## src/rtl/debounce_edge_if.sv

```systemverilog
// Button-side signal bundle for debounce_edge: synchronized level in, clean level and pulses out.
interface debounce_edge_if;
  logic in;
  logic out;
  logic rise;
  logic fall;
  logic long_press;

  modport master (
    output in,
    input  out,
    input  rise,
    input  fall,
    input  long_press
  );

  modport slave (
    input  in,
    output out,
    output rise,
    output fall,
    output long_press
  );
endinterface

```

## src/rtl/debounce_edge.sv

```systemverilog
// Debounce and edge-detect for one synchronized button level, all outputs registered.
// Define DEBOUNCE_LONG_PRESS_EN to build the long-press hold counter; otherwise long_press is 0.
module debounce_edge #(
  parameter int unsigned DEBOUNCE_CYCLES = 100000,
  parameter int unsigned LONG_CYCLES     = 10000000
) (
  input logic            clk,
  input logic            rst,
  debounce_edge_if.slave btn
);

  localparam int unsigned CntW = $clog2(DEBOUNCE_CYCLES + 1);
  localparam logic [CntW-1:0] CntMax = CntW'(DEBOUNCE_CYCLES - 1);

  typedef enum logic [1:0] {StLow, StArmH, StHigh, StArmL} state_e;

  state_e          state_q, state_d;
  logic [CntW-1:0] cnt_q, cnt_d;
  logic            out_q, out_d;
  logic            rise_q, rise_d;
  logic            fall_q, fall_d;

  always_ff @(posedge clk) begin
    if (rst) begin
      state_q <= StLow;
      cnt_q   <= '0;
      out_q   <= 1'b0;
      rise_q  <= 1'b0;
      fall_q  <= 1'b0;
    end else begin
      state_q <= state_d;
      cnt_q   <= cnt_d;
      out_q   <= out_d;
      rise_q  <= rise_d;
      fall_q  <= fall_d;
    end
  end

  // A bounce back to the settled state drops the window; the next attempt starts at cnt 0.
  always_comb begin
    state_d = state_q;
    cnt_d   = cnt_q;
    out_d   = out_q;
    rise_d  = 1'b0;
    fall_d  = 1'b0;
    unique case (state_q)
      StLow: begin
        if (btn.in) begin
          state_d = StArmH;
          cnt_d   = '0;
        end
      end
      StArmH: begin
        if (!btn.in) begin
          state_d = StLow;
        end else if (cnt_q == CntMax) begin
          state_d = StHigh;
          out_d   = 1'b1;
          rise_d  = 1'b1;
        end else begin
          cnt_d = cnt_q + 1'b1;
        end
      end
      StHigh: begin
        if (!btn.in) begin
          state_d = StArmL;
          cnt_d   = '0;
        end
      end
      StArmL: begin
        if (btn.in) begin
          state_d = StHigh;
        end else if (cnt_q == CntMax) begin
          state_d = StLow;
          out_d   = 1'b0;
          fall_d  = 1'b1;
        end else begin
          cnt_d = cnt_q + 1'b1;
        end
      end
      default: state_d = StLow;
    endcase
  end

  assign btn.out  = out_q;
  assign btn.rise = rise_q;
  assign btn.fall = fall_q;

`ifdef DEBOUNCE_LONG_PRESS_EN
  localparam int unsigned HoldW = $clog2(LONG_CYCLES + 1);
  localparam logic [HoldW-1:0] HoldMax = HoldW'(LONG_CYCLES);

  logic [HoldW-1:0] hold_q, hold_d;
  logic             long_q, long_d;

  // Release bounces keep the count; only a fresh press or a settled release clears it.
  always_comb begin
    hold_d = hold_q;
    if (state_d == StLow || (state_q == StArmH && state_d == StHigh)) begin
      hold_d = '0;
    end else if ((state_q == StHigh || state_q == StArmL) && hold_q != HoldMax) begin
      hold_d = hold_q + 1'b1;
    end
  end

  assign long_d = (hold_d == HoldMax) && (hold_q != HoldMax);

  always_ff @(posedge clk) begin
    if (rst) begin
      hold_q <= '0;
      long_q <= 1'b0;
    end else begin
      hold_q <= hold_d;
      long_q <= long_d;
    end
  end

  assign btn.long_press = long_q;
`else
  logic unused_long_cfg;
  assign unused_long_cfg = ^LONG_CYCLES;
  assign btn.long_press  = 1'b0;
`endif

endmodule

```

## src/flat_wrapper.sv

```systemverilog
// flat-port wrapper written by rule: the top's interface ports become plain ports
module debounce_edge_flat 
#(
  parameter int unsigned DEBOUNCE_CYCLES = 100000,
  parameter int unsigned LONG_CYCLES     = 10000000
)
  (clk, rst, btn_in, btn_out, btn_rise, btn_fall, btn_long_press);
  debounce_edge_if btn_i ();
  input logic clk;
  input logic rst;
  input wire logic [$bits(btn_i.in)-1:0] btn_in;
  output wire logic [$bits(btn_i.out)-1:0] btn_out;
  output wire logic [$bits(btn_i.rise)-1:0] btn_rise;
  output wire logic [$bits(btn_i.fall)-1:0] btn_fall;
  output wire logic [$bits(btn_i.long_press)-1:0] btn_long_press;
  assign btn_i.in = btn_in;
  assign btn_out = btn_i.out;
  assign btn_rise = btn_i.rise;
  assign btn_fall = btn_i.fall;
  assign btn_long_press = btn_i.long_press;
  debounce_edge #(.DEBOUNCE_CYCLES(DEBOUNCE_CYCLES), .LONG_CYCLES(LONG_CYCLES)) u_core (.clk(clk), .rst(rst), .btn(btn_i));
endmodule
```

## config.mk

```make
export PLATFORM = sky130hd
export DESIGN_NAME = debounce_edge_flat
export DESIGN_NICKNAME = d
export VERILOG_FILES = /design/src/rtl/debounce_edge_if.sv /design/src/rtl/debounce_edge.sv /design/src/flat_wrapper.sv
export SDC_FILE = /design/constraint.sdc
export NUM_CORES = 1
export LEC_CHECK = 0
export CAP_MARGIN = 20
export CORE_MARGIN = 2
export CORE_UTILIZATION = 50
export CTS_BUF_LIST = sky130_fd_sc_hd__clkbuf_16
export DETAILED_ROUTE_END_ITERATION = 6
export GPL_ROUTABILITY_DRIVEN = 0
export PLACE_DENSITY = 0.65
export SKIP_LAST_GASP = 1
export SLEW_MARGIN = 10
export SYNTH_ARGS = -nofsm -noshare
export SYNTH_HDL_FRONTEND = slang
export SYNTH_SLANG_ARGS = --single-unit
```

## constraint.sdc

```tcl
create_clock -name clk -period 2.7 [get_ports clk]
set_input_delay 0.54 -clock clk [delete_from_list [all_inputs] [get_ports clk]]
set_output_delay 0.54 -clock clk [all_outputs]
set_load 0.01 [all_outputs]
```

==> impl_results.md <==
* Outcome: complete, no violations
* CTS Sinks at 22
* Synth Flop Type: dfxtp_1
* DR iter-0 viols at 85
* Nets@finish at 172
* DRT Pass-1 Iters at 4
* Max-Cap Viols at 0
* Sequential area share after synthesis at between 30% and 40%
* Max-slew violation count at 0
* Layout area overhead at 11.9%
* Combinational Power Share at 6.4%
* Synthesized net count at 170
* Die Y at 55.2 µm
* Tcrit/Tclk final at between 70% and 80%
* First-pass GRT wire length at 5.23 mm
* Reg2reg setup slack at approximately 0.73 ns
* Finished Cell Area at 1470 µm²
* Vias in the first global route at roughly 1100
* Synthesis-stage register bit count at 22
* Clock power frac at 52.1%
* Post-synth top area share at 33.6%
* Reg clk slew, reported paths at approximately 0.060 ns
* Final worst path period need at around 2 ns
* Post-synthesis async set-or-reset flop share at 0%
* Largest net degree at the start of global routing at 15
* CP Class: flip-flop to flip-flop
* CP Launch Type: flip-flop
* Vias/cell at around 6.6
* Clock Skews at roughly 0.0017 ns
* Post-synth cell types at 42
* CP arrival at approximately 2.2 ns
* RSZ-0062 raised after global routing: false
* Io pins at 7
* Overflow after GRT at 0
* DRT Wirelength at approximately 3.2 mm
* Pwr Density at 544 nW/µm²
* HP Class: flip-flop to flip-flop
* Final ANT Viol Nets at 0
* Worst VDD drop at 345 µV
* Avg WL per Cell at 16.4 µm
* Root buffer cell: clkbuf_16
* GRT Util Overall at 24.2%
* Final hold violations at 0
* Area leader, netlist: dfxtp_1
* Initial antenna violation count at 0
* Core area at 2480 µm²
* # H-tree levels at 1
* Worst path bufs/invs at 0
* Number of gates resized after cts at 0
* Total setup buffers inserted after CTS at 0
* Cts hold-fix bufs at 0
* CP cell instances: ha_1 > and4_1 > nand4_1 > or4_1 > o21ai_1
* Seq pwr share at 41.5%
* Via count at 1294
* Clock Path Buffers at 2
* Syn Area/Cell at 7.89 µm²
* Synth Warn # at 0
* Fmax at ~510 MHz
* Initial core utilization at 52.9%
* Mapped Area at approximately 1300 µm²
* Crit end category: flip-flop
* Synth area leaders: dfxtp_1 (34%), nand4_1 (5.7%), nand3_1 (4.6%), a21oi_1 (3.8%), o211ai_1 (3.4%)
* Setup violations, final at 0
* Worst skew pair latency at 0.25 ns
* Layout cell share with drive strength beyond 1 at roughly 8.4%
* Die width at 55.2 µm
* Switching fraction of total power at 19.2%
* Data required time of the worst path at roughly 2.9 ns
* EDFF count, synth at 0
* # DRC at 0
* Top cell family by delay on the critical path: simple AND/OR/NAND/NOR gates
* CTS buffer count at 3
* Placed cell area at roughly 1400 µm²
* Site Rows at 18
* Diodes inserted at 0
* Post-DP HPWL at 2.21 mm
* Die area at 3050 µm²
* Slowest stage delay, CP at slightly below 0.5 ns
* CTS tree: done
* Setup Total Neg Slack at 0 ns
* CP max stage cell: or4_1
* Crit-path max FO at 9
* Port bufs at 5
* Leakage dissipation at 0.469 nW
* P_sw at 0.153 mW
* Post-synthesis cell count at about 170
* Int Power at 0.645 mW
## routing by layer
metal	global-route usage, %	part of all wire (%)	vias up
met5	0	0	-
li1	-	-	628
met1	35.5	45	581
met2	35.9	46	81
met4	8.13	0.90	0
met3	3.76	9.0	4
## area by class of cell
class / count / area [µm²]
Clock buffer: 3 / 75.1
Tap cell: 30 / 37.5
Clock inverter: 1 / 30.0
Fill cell: 230 / 1010
Timing Repair Buffer: 11 / 95.1
Multi-Input combinational cell: 123 / 762
Sequential cell: 22 / 440
Inverter: 7 / 26.3
## power by group through the flow
stage	Sequential (mW)	Combinational (mW)	Clock [mW]
finish	0.331	0.0512	0.416
global route	0.332	0.0563	0.432
CTS	0.331	0.0510	0.419
global placement	0.338	0.0499	0
floorplan	0.340	0.0291	0
detailed placement	0.338	0.0506	0
## placed cells by master (no fill, tap or decap), types with 2 or more instances in the layout
cell             instances
nand2b_1                 5
a41oi_1                  2
a211oi_1                 2
a21oi_1                 10
o21ai_0                  8
nand3_1                 12
nand2_1                 10
clkdlybuf4s50_1          5
nand4_1                 12
clkbuf_16                3
o21ai_1                  2
and4_1                   3
or4_1                    4
nor4b_1                  4
or3_1                    3
nor3_1                   3
inv_1                    7
buf_4                    6
nand3b_1                 2
dfxtp_1                 22
a21o_1                   2
a31oi_1                  6
nor2_1                   9
o211ai_1                 6
mux2i_1                  2
## kinds of logic (layout without fill, tap and decap cells)
kind of cell	after synthesis	in the layout	synth area share (%)
other cells	1	1	0.286
flops	22	22	33.6
fa+ha+maj	1	1	0.955
compound gates	40	40	19.0
mux	2	2	1.53
buf+inv	21	22	8.21
xor+xnor	2	2	1.34
simple gates	77	77	35.1
## synthesized netlist by cell type, drive strengths merged, types with 2 or more instances
cell type / count
dfxtp: 22
nand3: 12
nand4: 12
a21oi: 10
nand2: 10
o21ai: 10
nor2: 9
clkbuf: 8
inv: 7
a31oi: 6
buf: 6
o211ai: 6
and4: 5
nand2b: 5
nor4b: 4
or4: 4
nor3: 3
or3: 3
a211oi: 2
a21o: 2
a41oi: 2
mux2i: 2
nand3b: 2
## metrics by stage
step	utilization (%)	cells	hold WS [ns]	power (mW)	setup slack [ns]
after floorplan	-	166	0.481	0.369	0.825
after detailed placement	54.9	193	0.518	0.389	0.480
after CTS	59.2	197	0.527	0.801	0.741
after global placement	54.9	193	0.499	0.388	0.521
after global routing	59.2	197	0.586	0.820	0.519
final	59.2	197	0.526	0.798	0.734
## final timing paths
kind                    from               end  cells past startpoint
max reg2reg  u_core.cnt_q[0]  u_core.cnt_q[14]                      5
max          u_core.cnt_q[0]  u_core.cnt_q[14]                      5
min reg2reg  u_core.cnt_q[1]   u_core.cnt_q[1]                      2
min          u_core.cnt_q[1]   u_core.cnt_q[1]                      2
## registers in the layout, indices dropped and copies added, names as in the netlist, named ones only
signal / count
u_core.btn.rise: 1
u_core.btn.out: 1
u_core.btn.fall: 1
u_core.state_q: 1
u_core.cnt_q: 17
## worst min-delay path: stages, from the launching register on
cell and delay [ns]:
dfxtp_1 0.35, inv_1 0.06, o21ai_0 0.07
No activity file was read; power rests on OpenSTA's default activity.
